### src/rtl/peak_report_pkg.sv
// Shared definitions for the peak-report stream: field offsets, framing constants and receiver FSM states.
// The range detector is intended to build its beats from the same offsets.
package peak_report_pkg;

  localparam logic [31:0] PK_MAGIC = 32'h504B504B;
  localparam logic [15:0] PK_TAG   = 16'hBEEF;

  localparam int PK_MAGIC_LSB    = 0;
  localparam int PK_TAG_LSB      = 32;
  localparam int PK_THR_LSB      = 48;
  localparam int PK_THR_DUP_LSB  = 56;
  localparam int PK_CID_LSB      = 64;
  localparam int PK_AWG_LSB      = 128;
  localparam int PK_FREQ_LSB     = 160;
  localparam int PK_TW_LSB       = 192;
  localparam int PK_CMAX_LSB     = 224;
  localparam int PK_PIDX_LSB     = 256;
  localparam int PK_PIDX_DUP_LSB = 288;
  localparam int PK_PVAL_LSB     = 320;
  localparam int PK_PVAL_DUP_LSB = 384;
  localparam int PK_NPK_LSB      = 448;
  localparam int PK_NPK_DUP_LSB  = 480;

  typedef enum logic [2:0] {
    ST_IDLE  = 3'd0,
    ST_CHECK = 3'd1,
    ST_W0    = 3'd2,
    ST_W1    = 3'd3,
    ST_W2    = 3'd4,
    ST_W3    = 3'd5
  } pk_state_e;

endpackage

### src/rtl/sat_counter32.sv
// 32-bit event counter that sticks at all-ones; a synchronous clear overrides a same-cycle increment.
module sat_counter32 (
  input  logic        aclk,
  input  logic        aresetn,
  input  logic        inc,
  input  logic        clr,
  output logic [31:0] q
);

  logic [31:0] q_r;

  // count register: clear first, then saturating increment
  always_ff @(posedge aclk or negedge aresetn) begin
    if (!aresetn) begin
      q_r <= 32'd0;
    end else if (clr) begin
      q_r <= 32'd0;
    end else if (inc && (q_r != 32'hFFFF_FFFF)) begin
      q_r <= q_r + 32'd1;
    end else begin
      q_r <= q_r;
    end
  end

  assign q = q_r;

endmodule

### src/rtl/peak_report_receiver.sv
// Receives 512-bit peak reports, validates them, tracks counter_id continuity, latches the last good
// report and re-serialises each report as a four-word 64-bit stream packet.
module peak_report_receiver
  import peak_report_pkg::*;
#(
  parameter int S_AXI_DATA_WIDTH = 512,
  parameter int M_AXI_DATA_WIDTH = 64,
  parameter bit CHECK_SEQUENCE   = 1'b1,
  parameter bit DROP_ON_ERROR    = 1'b1
) (
  input  logic                        aclk,
  input  logic                        aresetn,
  input  logic [S_AXI_DATA_WIDTH-1:0] s_axis_tdata,
  input  logic                        s_axis_tvalid,
  input  logic                        s_axis_tlast,
  output logic                        s_axis_tready,
  output logic [M_AXI_DATA_WIDTH-1:0] m_axis_tdata,
  output logic                        m_axis_tvalid,
  output logic                        m_axis_tlast,
  input  logic                        m_axis_tready,
  input  logic                        clear_counters,
  output logic [31:0]                 pkt_count,
  output logic [31:0]                 err_count,
  output logic [31:0]                 gap_count,
  output logic [63:0]                 last_counter_id,
  output logic [31:0]                 last_peak_index,
  output logic [63:0]                 last_peak_val,
  output logic [31:0]                 last_num_peaks,
  output logic                        report_valid
);

  generate
    if (S_AXI_DATA_WIDTH != 32'd512) begin : g_bad_s_width
      $error("peak_report_receiver: S_AXI_DATA_WIDTH must be 512");
    end
    if (M_AXI_DATA_WIDTH != 32'd64) begin : g_bad_m_width
      $error("peak_report_receiver: M_AXI_DATA_WIDTH must be 64");
    end
  endgenerate

  pk_state_e   state_r, state_s;
  logic        s_tready_r, m_tvalid_r, m_tlast_r, report_valid_r;
  logic [63:0] m_tdata_r, word_s;
  logic [63:0] cid_r, pval_r, last_cid_r, last_pval_r;
  logic [31:0] pidx_r, npk_r, cmax_r, last_pidx_r, last_npk_r;
  logic [7:0]  thr_r;
  logic        good_r, gap_r, seen_r;
  logic        accept_s, valid_in_s, gap_in_s, in_check_s;
  logic        unused_fields_s;

  assign accept_s = s_axis_tvalid & s_tready_r;

  // The auxiliary chirp fields are carried on the stream but not consumed here.
  assign unused_fields_s = ^s_axis_tdata[PK_CMAX_LSB-1:PK_AWG_LSB];

  // beat validation and continuity test against the previously latched id
  always_comb begin
    valid_in_s = (s_axis_tdata[PK_MAGIC_LSB +: 32] == PK_MAGIC)
               & (s_axis_tdata[PK_TAG_LSB +: 16] == PK_TAG)
               & (s_axis_tdata[PK_THR_LSB +: 8] == s_axis_tdata[PK_THR_DUP_LSB +: 8])
               & (s_axis_tdata[PK_PIDX_LSB +: 32] == s_axis_tdata[PK_PIDX_DUP_LSB +: 32])
               & (s_axis_tdata[PK_PVAL_LSB +: 64] == s_axis_tdata[PK_PVAL_DUP_LSB +: 64])
               & (s_axis_tdata[PK_NPK_LSB +: 32] == s_axis_tdata[PK_NPK_DUP_LSB +: 32])
               & s_axis_tlast;
    gap_in_s   = CHECK_SEQUENCE & valid_in_s & seen_r
               & (s_axis_tdata[PK_CID_LSB +: 64] != (last_cid_r + 64'd1));
  end

  // next-state logic
  always_comb begin
    state_s = state_r;
    case (state_r)
      ST_IDLE:  if (accept_s) state_s = ST_CHECK; else state_s = ST_IDLE;
      ST_CHECK: if (!good_r && DROP_ON_ERROR) state_s = ST_IDLE; else state_s = ST_W0;
      ST_W0:    if (m_axis_tready) state_s = ST_W1; else state_s = ST_W0;
      ST_W1:    if (m_axis_tready) state_s = ST_W2; else state_s = ST_W1;
      ST_W2:    if (m_axis_tready) state_s = ST_W3; else state_s = ST_W2;
      ST_W3:    if (m_axis_tready) state_s = ST_IDLE; else state_s = ST_W3;
      default:  state_s = ST_IDLE;
    endcase
  end

  // output word for the state about to be entered, so tdata holds while stalled
  always_comb begin
    word_s = 64'd0;
    case (state_s)
      ST_W0:   word_s = cid_r;
      ST_W1:   word_s = {pidx_r, npk_r};
      ST_W2:   word_s = pval_r;
      ST_W3:   word_s = {~good_r, 7'b0, thr_r, 16'b0, cmax_r};
      default: word_s = 64'd0;
    endcase
  end

  // state and registered stream handshake outputs
  always_ff @(posedge aclk or negedge aresetn) begin
    if (!aresetn) begin
      state_r    <= ST_IDLE;
      s_tready_r <= 1'b0;
      m_tvalid_r <= 1'b0;
      m_tlast_r  <= 1'b0;
      m_tdata_r  <= 64'd0;
    end else begin
      state_r    <= state_s;
      s_tready_r <= (state_s == ST_IDLE);
      m_tvalid_r <= (state_s == ST_W0) | (state_s == ST_W1) | (state_s == ST_W2) | (state_s == ST_W3);
      m_tlast_r  <= (state_s == ST_W3);
      m_tdata_r  <= word_s;
    end
  end

  // Report capture; validity and gap are resolved at capture so the last_* fields and
  // report_valid become visible together during the CHECK cycle.
  always_ff @(posedge aclk or negedge aresetn) begin
    if (!aresetn) begin
      cid_r  <= 64'd0;
      pidx_r <= 32'd0;
      pval_r <= 64'd0;
      npk_r  <= 32'd0;
      thr_r  <= 8'd0;
      cmax_r <= 32'd0;
      good_r <= 1'b0;
      gap_r  <= 1'b0;
    end else if (accept_s) begin
      cid_r  <= s_axis_tdata[PK_CID_LSB +: 64];
      pidx_r <= s_axis_tdata[PK_PIDX_LSB +: 32];
      pval_r <= s_axis_tdata[PK_PVAL_LSB +: 64];
      npk_r  <= s_axis_tdata[PK_NPK_LSB +: 32];
      thr_r  <= s_axis_tdata[PK_THR_LSB +: 8];
      cmax_r <= s_axis_tdata[PK_CMAX_LSB +: 32];
      good_r <= valid_in_s;
      gap_r  <= gap_in_s;
    end
  end

  // last-good-report latches, update pulse and first-report tracking
  always_ff @(posedge aclk or negedge aresetn) begin
    if (!aresetn) begin
      last_cid_r     <= 64'd0;
      last_pidx_r    <= 32'd0;
      last_pval_r    <= 64'd0;
      last_npk_r     <= 32'd0;
      report_valid_r <= 1'b0;
      seen_r         <= 1'b0;
    end else begin
      report_valid_r <= accept_s & valid_in_s;
      if (accept_s && valid_in_s) begin
        last_cid_r  <= s_axis_tdata[PK_CID_LSB +: 64];
        last_pidx_r <= s_axis_tdata[PK_PIDX_LSB +: 32];
        last_pval_r <= s_axis_tdata[PK_PVAL_LSB +: 64];
        last_npk_r  <= s_axis_tdata[PK_NPK_LSB +: 32];
      end
      if (clear_counters) begin
        seen_r <= 1'b0;
      end else if (accept_s && valid_in_s) begin
        seen_r <= 1'b1;
      end
    end
  end

  assign in_check_s = (state_r == ST_CHECK);

  sat_counter32 u_pkt_cnt (
    .aclk(aclk), .aresetn(aresetn), .inc(in_check_s & good_r), .clr(clear_counters), .q(pkt_count)
  );
  sat_counter32 u_err_cnt (
    .aclk(aclk), .aresetn(aresetn), .inc(in_check_s & ~good_r), .clr(clear_counters), .q(err_count)
  );
  sat_counter32 u_gap_cnt (
    .aclk(aclk), .aresetn(aresetn), .inc(in_check_s & gap_r), .clr(clear_counters), .q(gap_count)
  );

  assign s_axis_tready   = s_tready_r;
  assign m_axis_tdata    = m_tdata_r;
  assign m_axis_tvalid   = m_tvalid_r;
  assign m_axis_tlast    = m_tlast_r;
  assign last_counter_id = last_cid_r;
  assign last_peak_index = last_pidx_r;
  assign last_peak_val   = last_pval_r;
  assign last_num_peaks  = last_npk_r;
  assign report_valid    = report_valid_r;

endmodule
### config.mk
export PLATFORM = sky130hd
export DESIGN_NAME = peak_report_receiver
export DESIGN_NICKNAME = d
export VERILOG_FILES = /design/src/rtl/peak_report_pkg.sv /design/src/rtl/sat_counter32.sv /design/src/rtl/peak_report_receiver.sv
export SDC_FILE = /design/constraint.sdc
export NUM_CORES = 1
export LEC_CHECK = 0
export ABC_AREA = 1
export CAP_MARGIN = 10
export CORE_AREA = 2 2 344 346
export CTS_CLUSTER_DIAMETER = 200
export CTS_CLUSTER_SIZE = 20
export DETAILED_ROUTE_END_ITERATION = 8
export DIE_AREA = 0 0 346 348
export PLACE_DENSITY_LB_ADDON = 0.05
export RECOVER_POWER = 50
export SYNTH_ARGS = -nofsm -noshare
export SYNTH_HDL_FRONTEND = slang
export SYNTH_SLANG_ARGS = --single-unit
### constraint.sdc
create_clock -name aclk -period 5.8 [get_ports aclk]
set_input_delay 1.45 -clock aclk [delete_from_list [all_inputs] [get_ports aclk]]
set_output_delay 1.45 -clock aclk [all_outputs]
set_load 0.005 [all_outputs]
# Word-level counts from Yosys, hierarchy flattened
# Cells that the tools add are included.
totals:
  register_bits: 594
  out_inout_bits: 356
  word_cells: 88
op_classes:
  add_sub_neg: 4
  eq_ne: 19
  n_mux: 16
  n_bitwise: 17
  n_reduce_logical: 10
op_table:
  columns: ["op", "count"]
  rows:
  - ["$pmux W64 S4", 1]
  - ["$mux W32", 6]
  - ["$add A32 B1 Y32 const B", 3]
  - ["$ne A32 B32 Y1 const B", 3]
  - ["$add A64 B1 Y64 const B", 1]
  - ["$eq A32 B32 Y1", 2]
  - ["$eq A64 B64 Y1", 1]
  - ["$ne A64 B64 Y1", 1]
  - ["$eq A32 B31 Y1 const B", 1]
  - ["$pmux W3 S6", 1]
  - ["$eq A16 B16 Y1 const B", 1]
  - ["$and A1 B1 Y1", 13]
  - ["$eq A3 B2 Y1 const B", 4]
  - ["$eq A3 B3 Y1 const B", 4]
  - ["$eq A8 B8 Y1", 1]
  - ["$reduce_bool A2 Y1", 4]
  - ["$logic_not A3 Y1", 2]
  - ["$mux W3", 2]
  - ["$mux W1", 5]
  - ["$logic_and A1 B1 Y1", 4]
  - ["$eq A3 B1 Y1 const B", 1]
  - ["$or A1 B1 Y1", 3]
  - ["$mux W2", 1]
  - ["$not A1 Y1", 1]

# Depth between registers and ports, before layout
# Gate-level depths: netlist of run 1.
depth:
  depth_word: 10
  depth_mapped: 18
  ltp_nobuf: 18

# By module
# From an unflattened synthesis of run 1, not the netlist that was laid out.
hier_totals:
  cells_unflattened: 4005
  area_unflattened_um2: 30530.5
by_module_without_submodules:
  columns: ["module", "n_inst", "cells_each", "area_per_inst_um2"]
  rows:
  - ["peak_report_receiver", 1, 2970, 23800.3]
  - ["sat_counter32", 3, 345, 2243.4]

# Worst setup path before layout of run 1
# OpenSTA, ideal clock, no wires.
synth_timing:
  kind: "input-to-reg"
  start: "in s_axis_tdata[21]"
  end: "reg last_cid_r[57], in the netlist last_counter_id[57]"
  arrival_time_ps: 2880
  required_time_ps: 5670
  setup_slack_ps: 2791
  stages: 11
  cell_sequence: "or2_2 nor4_1 nand4_1 nor2_1 nand2_1 nor2_2 nand3_2 buf_2 buf_2 nand2_1 o21ai_1"
synth_via:
  elab_chain_cells: 8
synth_lines:
  columns: ["element", "line_no", "source"]
  rows:
  - ["start: declaration", "peak_report_receiver.sv:13", "input logic [S_AXI_DATA_WIDTH-1:0] s_axis_tdata,"]
  - ["$eq A32 B31 Y1", "peak_report_receiver.sv:58", "valid_in_s = (s_axis_tdata[PK_MAGIC_LSB +: 32] == PK_MAGIC)"]
  - ["$and A1 B1 Y1", "peak_report_receiver.sv:59", "& (s_axis_tdata[PK_TAG_LSB +: 16] == PK_TAG)"]
  - ["$and A1 B1 Y1", "peak_report_receiver.sv:60", "& (s_axis_tdata[PK_THR_LSB +: 8] == s_axis_tdata[PK_THR_DUP_LSB +: 8])"]
  - ["$and A1 B1 Y1", "peak_report_receiver.sv:61", "& (s_axis_tdata[PK_PIDX_LSB +: 32] == s_axis_tdata[PK_PIDX_DUP_LSB +: 32])"]
  - ["$and A1 B1 Y1", "peak_report_receiver.sv:62", "& (s_axis_tdata[PK_PVAL_LSB +: 64] == s_axis_tdata[PK_PVAL_DUP_LSB +: 64])"]
  - ["$and A1 B1 Y1", "peak_report_receiver.sv:63", "& (s_axis_tdata[PK_NPK_LSB +: 32] == s_axis_tdata[PK_NPK_DUP_LSB +: 32])"]
  - ["$and A1 B1 Y1", "peak_report_receiver.sv:64", "& s_axis_tlast;"]
  - ["$logic_and A1 B1 Y1", "peak_report_receiver.sv:147", "if (accept_s && valid_in_s) begin"]
  - ["end signal: assignment", "peak_report_receiver.sv:148", "last_cid_r <= s_axis_tdata[PK_CID_LSB +: 64];"]
  - ["end: declaration", "peak_report_receiver.sv:44", "logic [63:0] cid_r, pval_r, last_cid_r, last_pval_r;"]
# Every way passes these cells.
# A chain may end at the register's enable or synchronous reset.

# Worst setup path after layout of run 1
layout_timing:
  start: "in s_axis_tvalid"
  end: "reg last_cid_r[13], in the netlist last_counter_id[13]"
layout_via:
  elab_chain_cells: 2
layout_lines:
  columns: ["element", "line_no", "source"]
  rows:
  - ["start: declaration", "peak_report_receiver.sv:14", "input logic s_axis_tvalid,"]
  - ["$and A1 B1 Y1", "peak_report_receiver.sv:51", "assign accept_s = s_axis_tvalid & s_tready_r;"]
  - ["$logic_and A1 B1 Y1", "peak_report_receiver.sv:147", null]
# Every way passes these cells.

==> metrics.yaml, run 1 <==
synthFlopType: "dfrtp_1"
rows: 126
routed_wl_um: 149000
wl_met1_um: 65100
postSynthNetCount: 4144
finalClockSkew_ps: 22.4
grt.overflow.total: 0
gp_congestion: 0.877
ant_nets: 0
netlist.top_cell.by_area: "dfrtp_1"
fin_tns_setup_ps: 0
hold_viol: 0
synthTopCellsByArea: "dfrtp_1 51%, nand2_1 14%, o21ai_0 4.8%"
core_mm2: 0.117
min_path_cells: 2
reg2reg_from: "s_axis_tready"
wl_per_cell_um: 25.4
nets: 4863
crit_family: "simple AND/OR/NAND/NOR gates"
synth_top_area_share: 0.514
synth_common_cells: "1,110 x nand2_1, 594 x dfrtp_1, 366 x inv_1"
start_util: 0.247
ys_types: 45
grt_usage: 0.243
ctsHoldBuffers: 0
power.density_mw_per_mm2: 268
min_path_type: "flop to flop"
arrival_ps: 5230
irDropWorstVdd_v: 0.000165
grt_max_degree: 217
vias: 26880
maxCapViolations: 4
area_growth_pct: 36.1
p_seq_frac: 0.515
grt_pass1_wl_um: 207000
r2r_setup_slack_ps: 2070
p_leak_nw: 17.0
internal_power_mw: 7.05
postCtsResizedCells: 0
p_comb_frac: 0.227
end_kind: "flop"
crit_fanout: 143
finalCritPeriodShare: 0.821
synth_warnings: 0
cts_sinks: 594
drt_iter0_markers: 1759
required_ps: 6270
finalPower_mw: 10.5
synth-seq-cells: 594
rsz0062_at_grt: "no"
fp.dieArea_mm2: 0.120
finalSetupViolCount: 0
cpMostUsedCell: "nand2_1"
htreeDepth: 2
path_buf_inv: 3
drive_above_1_share: 0.0242
cts-buffers-inserted: 35
dp_hpwl_um: 120000
synth.most_common_cell: "nand2_1"
worstReg2RegEnd: "last_counter_id[13]"
clk-insertion-delay-late_ps: 620
fillerInstances: 12552
holdPathEnd: "m_axis_tdata[38]"
postCtsSetupBuffers: 0
routed.top_layer: "met5"
syn_area_mm2: 0.0289
worst-r2r-cell-count: 12
cts_tree: "yes"
slew_headroom: -0.664
outcome: "finished, violations left"
slew_viol_final: 373
synth_edf_count: 0
critPathSlowestCell: "nand2_1"
critPathMaxStageDelay_ps: 630
min_from: "pval_r[38]"
clk_pin_slew_ps: 90
cts_buffer_depth: 3
async_reset_ff_frac: 1.00
drc: 0
startpoint_type: "primary input"
max_freq_mhz: 210
drt_pass1_iterations: 5
avgViaCountPerCell: 4.57
postSynthCellCount: 3622
ys_seq_area_frac: 0.514
route.met2.wl_um: 70500
ctsRootBufferMaster: "clkbuf_16"
io_pins: 874
port_buffers: 777
antenna_found_initial: 39
p_clk_frac: 0.258
worstPathCellList: "dlygate4sd3_1 > nand2_1 > inv_2 > nand3_1 > nor4_1 > nand2_1 > nor2_1 > nand2_1 > nor2_2 > nand3_4 > buf_12 > nand2_1 > o21ai_1"
first_global_vias: 26647
p_switching_mw: 3.48
fin_crit_ps: 4760
wl_met3_um: 10800
crit_type: "primary input to flop"
avgSynthCellArea_um2: 7.99
dieWidth_um: 346
p_sw_frac: 0.330
violations: "capacitance limit, slew limit"
dieHeight_um: 348
tightestPinTransition_ps: 2500
==> layer usage <==
layer,GRT usage,up-vias
li1,-,13090
met2,0.407,805
met4,0.0416,40
met3,0.0651,130
met1,0.317,12815
met5,0,-
==> power by group through the flow <==
stage	Combinational, mW	Clock (mW)	Sequential [mW]
finish	2.39	2.72	5.43
global route	2.68	2.97	5.53
CTS	2.45	2.85	5.43
detailed placement	2.44	0	5.51
global placement	2.42	0	5.50
floorplan	1.06	0	5.37
==> through the flow <==
| stage | area [µm²] | hold WS, ps | util | instances | setup slack (ps) |
|---|---|---|---|---|---|
| after global placement | 38500 | 462 | 0.329 | 5840 | 772 |
| after floorplan | 28900 | 449 | - | 3622 | 2790 |
| final | 39400 | 473 | 0.337 | 5887 | 1040 |
| after CTS | 39400 | 471 | 0.337 | 5878 | 1500 |
| after detailed placement | 38500 | 464 | 0.329 | 5840 | 828 |
| after global routing | 39400 | 500 | 0.336 | 5879 | 716 |
==> worst max-delay path by stage <==
stage / to / from / slack, ps / depth (start not counted)
after floorplan: last_counter_id[57] / s_axis_tdata[21] / 2790 / 11
after global placement: m_axis_tdata[2] / s_axis_tvalid / 770 / 10
after detailed placement: m_axis_tdata[2] / s_axis_tvalid / 830 / 10
after CTS: m_axis_tdata[2] / s_axis_tvalid / 1500 / 10
after global routing: last_peak_val[41] / s_axis_tvalid / 720 / 13
final: last_counter_id[13] / s_axis_tvalid / 1040 / 13
==> area by class of cell <==
cell class / count / area [µm²] / area share
flip-flops and latches: 594 / 14900 / 0.378
multi-input cells: 2526 / 12100 / 0.308
repair buffers: 810 / 8100 / 0.206
well taps: 1536 / 1920 / 0.0488
inverters: 374 / 1410 / 0.0357
clock buffers: 37 / 926 / 0.0235
diodes: 9 / 22.5 / 0.000572
clock inverters: 1 / 8.76 / 0.000222
==> placed cells by master (no fill, tap or decap), types with 9 or more instances in the layout <==
master	Yosys	layout
nand3_1	145	146
nand3b_1	16	16
clkbuf_16	0	37
o22ai_1	9	9
nor3_1	74	74
clkdlybuf4s50_1	0	774
nor2_1	262	263
o21ai_1	194	193
inv_1	366	368
nand2_1	1110	1110
a21oi_1	58	58
xnor2_1	88	88
dfrtp_1	594	594
o21ai_0	276	276
diode_2	0	9
nand4_1	56	56
xor2_1	78	78
nor4_1	30	31
a22oi_1	47	47
buf_4	0	17
==> sequential cells by signal, summed over array words and instances (netlist names), 64 cells and up <==
signal and flops:
cid_r 64, last_counter_id 64, last_peak_val 64, m_axis_tdata 64
pval_r 64
==> cells by family after synthesis <==
kind of cell	after synthesis	synth area share
simple gates	1732	0.250
compound gates	624	0.116
flops	594	0.514
buf+inv	502	0.0679
xor+xnor	166	0.0503
fa+ha+maj	4	0.00173
==> worst reg2reg max path, delay by kind of cell, from the launching register on <==
family / cells / cell delay [ps]
DFF: 1 / 420
AOI/OAI and AO/OA: 1 / 70
and+or+nand+nor: 9 / 2570
buffers and inverters: 2 / 530
Power figures use the tool's default switching activity.
==> run 2, diff against run 1 <==
Clock period 5.8 ns to 4.8 ns, I/O delays scaled along.
==> metrics.yaml, run 2 (synthesis results as in run 1) <==
end_kind: "flop"
nets: 4881  # +0.37%
fin_area_mm2: 0.0395  # +0.39%
htreeDepth: 2  # unchanged
rsz0062_at_grt: "no"
p_seq_frac: 0.515  # about the same
p_leak_nw: 17.1  # +0.92%
drc: 0  # unchanged
max_freq_mhz: 245
clk-insertion-delay-late_ps: 630  # about the same
cts_sinks: 594  # unchanged
worstReg2RegEnd: "pidx_r[23]"
slew_viol_final: 638  # +71%
drive_above_1_share: 0.0271  # +0.00288
min_path_cells: 2  # unchanged
p_sw_frac: 0.331  # about the same
cts-buffers-inserted: 35  # unchanged
ctsRootBufferMaster: "clkbuf_16"
grt_usage: 0.243  # -0.000292
layout_commonest_cell: "nand2_1"
grt_pass1_wl_um: 207000  # +0.12%
internal_power_mw: 8.52  # +21%
drt_iter0_markers: 1838  # +4.5%
postPlaceCellArea_mm2: 0.0387  # +0.51%
startpoint_type: "primary input"
fillerInstances: 12617  # +0.52%
clk_pin_slew_ps: 100  # about the same
postLayoutSetupSlackWorst_ps: 723  # -316 ps
route.met2.wl_um: 70800  # +0.37%
finalClockSkew_ps: 31.2  # +8.80 ps
crit_fanout: 224  # +57%
hold_viol: 0  # unchanged
required_ps: 5260  # -1010 ps
worst-r2r-cell-count: 4  # -8
final_cell_mix: "1,109 x nand2_1, 750 x clkdlybuf4s50_1, 594 x dfrtp_1"
grt.overflow.total: 0  # unchanged
ctsHoldBuffers: 0  # unchanged
core_mm2: 0.117  # unchanged
rows: 126  # unchanged
ant_nets: 0  # unchanged
routed.top_layer: "met5"
drt_pass1_iterations: 7  # +2
p_clk_frac: 0.257  # about the same
cts_tree: "yes"
fin_crit_ps: 4080
fin_tns_setup_ps: 0  # unchanged
vias: 26974  # +0.35%
postCtsSetupBuffers: 0  # unchanged
power.density_mw_per_mm2: 322  # +20%
wl_met3_um: 9850  # -8.6%
port_buffers: 777  # unchanged
io_pins: 874  # unchanged
area_growth_pct: 36.6
dieHeight_um: 348  # unchanged
p_switching_mw: 4.21  # +21%
finalSetupViolCount: 0  # unchanged
maxCapViolations: 8  # +4
wl_per_cell_um: 25.2  # -0.54%
reg2reg_from: "s_axis_tready"
first_global_vias: 26664  # +0.064%
pre_cts_slack_ps: 489  # -338 ps
min_path_type: "flop to flop"
arrival_ps: 4530  # -700 ps
start_util: 0.247  # unchanged
critPathMaxStageDelay_ps: 1430  # +800 ps
crit_type: "primary input to flop"
gp_congestion: 0.889  # +1.4%
cts_buffer_depth: 3  # unchanged
p_comb_frac: 0.227  # about the same
dieWidth_um: 346  # unchanged
r2r_setup_slack_ps: 1490  # -580 ps
critPathLaunch: "s_axis_tvalid"
worstPathCellList: "dlygate4sd3_1 > nand2_4 > clkbuf_4 > buf_12 > o21ai_0"
wl_met1_um: 65600  # +0.63%
dp_hpwl_um: 120000  # about the same
fp.dieArea_mm2: 0.120  # unchanged
crit_end: "pidx_r[23]"
routed_wl_um: 149000  # about the same
tightestPinTransition_ps: 2910  # +410 ps
avgViaCountPerCell: 4.56  # about the same
slew_headroom: -0.937  # -0.274
irDropWorstVdd_v: 0.000206  # +24%
finalCritPeriodShare: 0.849
critPathSlowestCell: "clkbuf_4"
outcome: "finished, violations left"
grt_max_degree: 225  # +3.7%
violations: "capacitance limit, slew limit"
postCtsResizedCells: 0  # unchanged
antenna_found_initial: 31  # -21%
[run 2: cell count changes in the layout (fill, tap and decap cells not counted), moves of 2 or more]
cell,delta
buf_12,+2
buf_4,+9
clkbuf_1,+5
clkbuf_2,+2
clkdlybuf4s50_1,-24
diode_2,+7
dlygate4sd3_1,+24
[run 2: final cells by class]
class,count,area (µm²),share of cell area
Antenna cell,16,40.0,0.00101
Clock buffer,36,901,0.0228
Clock inverter,3,33.8,0.000855
Inverter,374,1410,0.0356
Multi-Input combinational cell,2526,12100,0.306
Sequential cell,594,14900,0.376
Tap cell,1536,1920,0.0486
Timing Repair Buffer,828,8240,0.209
[run 2: power by group through the flow]
stage / Combinational (mW) / Clock [mW] / Sequential, mW
2_1_floorplan: 1.29 / 0 / 6.49
3_3_place_gp: 2.93 / 0 / 6.64
3_5_place_dp: 2.95 / 0 / 6.65
4_1_cts: 2.97 / 3.42 / 6.56
5_1_grt: 3.23 / 3.58 / 6.67
6_report: 2.89 / 3.27 / 6.56
[run 2: how the worst min path moves through the flow]
stage,slack (ps),end,start
after floorplan,450,gap_r,gap_r
final,480,m_axis_tdata[38],pval_r[38]
after CTS,460,m_axis_tdata[59],pval_r[59]
after detailed placement,460,m_axis_tdata[44],pval_r[44]
after global routing,510,cmax_r[7],cmax_r[7]
after global placement,460,cmax_r[0],cmax_r[0]
[run 2: stage by stage]
| stage | util | power [mW] | hold slack, ps | std cells |
|---|---|---|---|---|
| global placement | 0.331 | 9.58 | 462 | 5858 |
| finish | 0.338 | 12.7 | 480 | 5913 |
| CTS | 0.339 | 12.9 | 464 | 5897 |
| detailed placement | 0.331 | 9.61 | 464 | 5858 |
| floorplan | - | 7.77 | 449 | 3622 |
| global route | 0.338 | 13.5 | 505 | 5897 |
[run 2: layer usage]
layer | GRT usage | vias up
li1 | - | 13133
met1 | 0.316 | 12971
met2 | 0.409 | 739
met3 | 0.0595 | 111
met4 | 0.0451 | 20
met5 | 0 | -
[run 2: critical path: cells and delay by family]
family                 cells  cell delay, ps
and+or+nand+nor            1              90
AOI/OAI and AO/OA          1             210
buffers and inverters      3            2650
==> run 3, diff against run 2 <==
Clock period 4.8 ns to 3.8 ns, I/O delays scaled along.
==> metrics.yaml, run 3 (synthesis results as in run 1) <==
outcome: "finished, violations left"
violations: "capacitance limit, slew limit"
drive_above_1_share: 0.0405  # +0.0134
grt_max_degree: 188  # -16%
clk-insertion-delay-late_ps: 630  # about the same
hold_viol: 0  # unchanged
layout_commonest_cell: "nand2_1"
vias: 27230  # +0.95%
p_comb_frac: 0.231  # +0.004
finalSetupViolCount: 0  # unchanged
final_cell_mix: "1,110 x nand2_1, 774 x clkdlybuf4s50_1, 594 x dfrtp_1"
avgViaCountPerCell: 4.56  # about the same
r2r_setup_slack_ps: 660  # -830 ps
drc: 0  # unchanged
min_from: "pval_r[58]"
fin_tns_setup_ps: 0  # unchanged
hold_ws_ps: 478  # -2.37 ps
p_switching_mw: 5.33  # +27%
end_kind: "flop"
internal_power_mw: 10.8  # +27%
ctsHoldBuffers: 0  # unchanged
area_growth_pct: 38.8
port_buffers: 777  # unchanged
reg2reg_from: "u_gap_cnt.q[3]"
fp.dieArea_mm2: 0.120  # unchanged
p_sw_frac: 0.330  # -0.000504
required_ps: 4330  # -930 ps
power.density_mw_per_mm2: 402  # +25%
p_seq_frac: 0.514  # about the same
wl_met1_um: 65900  # +0.59%
grt_pass1_wl_um: 209000  # +0.54%
gp_congestion: 0.893  # +0.46%
routed_wl_um: 150000  # +0.50%
wl_met3_um: 10700  # +9.1%
rsz0062_at_grt: "no"
first_global_vias: 26816  # +0.57%
nets: 4945  # +1.3%
wl_per_cell_um: 25.1  # -0.51%
arrival_ps: 3960  # -570 ps
fin_crit_ps: 3430
routed.top_layer: "met5"
maxCapViolations: 1  # -7
postCtsResizedCells: 0  # unchanged
clk_pin_slew_ps: 100  # about the same
cts-buffers-inserted: 35  # unchanged
antenna_found_initial: 39  # +26%
crit_fanout: 34  # -85%
io_pins: 874  # unchanged
holdPathEnd: "m_axis_tdata[58]"
cts_buffer_depth: 3  # unchanged
drt_pass1_iterations: 5  # -2
ant_nets: 0  # unchanged
startpoint_type: "primary input"
finalPower_mw: 16.1  # +27%
dp_hpwl_um: 122000  # +1.7%
max_freq_mhz: 292
grt.overflow.total: 0  # unchanged
route.met2.wl_um: 71200  # +0.56%
worst-r2r-cell-count: 16  # +12
crit_type: "primary input to flop"
start_util: 0.247  # unchanged
postCtsSetupBuffers: 0  # unchanged
dieWidth_um: 346  # unchanged
min_path_type: "flop to flop"
critPathLaunch: "m_axis_tready"
finalCritPeriodShare: 0.902
slew_headroom: -0.560  # +0.377
p_clk_frac: 0.256  # about the same
cts_sinks: 594  # unchanged
worstReg2RegEnd: "u_gap_cnt.q[21]"
irDropWorstVdd_v: 0.000308  # +50%
grt_usage: 0.244  # +0.00111
cts_tree: "yes"
ctsRootBufferMaster: "clkbuf_16"
rows: 126  # unchanged
slew_viol_final: 62  # -90%
p_leak_nw: 17.4  # +1.6%
tightestPinTransition_ps: 2340  # -566 ps
dieHeight_um: 348  # unchanged
drt_iter0_markers: 1977  # +7.6%
core_mm2: 0.117  # unchanged
htreeDepth: 2  # unchanged
min_path_cells: 2  # unchanged
finalClockSkew_ps: 34.6  # +3.41 ps
-- run 3: how the worst max path moves through the flow --
stage / endpoint / depth (start not counted)
3_5_place_dp: last_peak_val[46] / 12
4_1_cts: last_peak_val[24] / 12
2_1_floorplan: last_counter_id[57] / 11
5_1_grt: u_gap_cnt.q[3] / 2
3_3_place_gp: last_peak_val[43] / 12
6_report: m_axis_tdata[36] / 11
-- run 3: worst max-delay path, stage by stage --
cell and delay (ps):
dlygate4sd3_1 640, inv_1 150, nor2_1 60, nor3_1 270, inv_1 90, nand3_1 110, clkinvlp_2 150, clkbuf_2 690
a22oi_1 510, buf_4 210, nand2_1 50
-- run 3: power groups by stage --
stage	clock network [mW]	registers, mW	logic, mW
floorplan	0	8.19	1.63
global route	4.51	8.43	4.14
finish	4.13	8.29	3.72
detailed placement	0	8.41	3.80
CTS	4.32	8.30	3.82
global placement	0	8.40	3.78
-- run 3: layer usage --
layer | vias to the layer above | track usage
met5 | - | 0
met4 | 30 | 0.0319
met1 | 13026 | 0.318
li1 | 13281 | -
met3 | 107 | 0.0678
met2 | 786 | 0.411
-- run 3: area by class of cell --
class	instances	area, µm²
Sequential cell	594	14900
Clock inverter	3	33.8
Inverter	374	1410
Timing Repair Buffer	892	8890
Clock buffer	36	901
Multi-Input combinational cell	2526	12100
Fill cell	12502	76800
Tap cell	1536	1920
Antenna cell	12	30.0
-- run 3: stage by stage --
step | instances | cell area, µm² | setup slack, ps | util
after global routing | 5961 | 40100 | 257 | 0.343
after global placement | 5922 | 39300 | -148 | 0.336
after detailed placement | 5922 | 39300 | -138 | 0.336
final | 5973 | 40200 | 371 | 0.343
after CTS | 5961 | 40200 | 569 | 0.344
after floorplan | 3622 | 28900 | 1290 | -
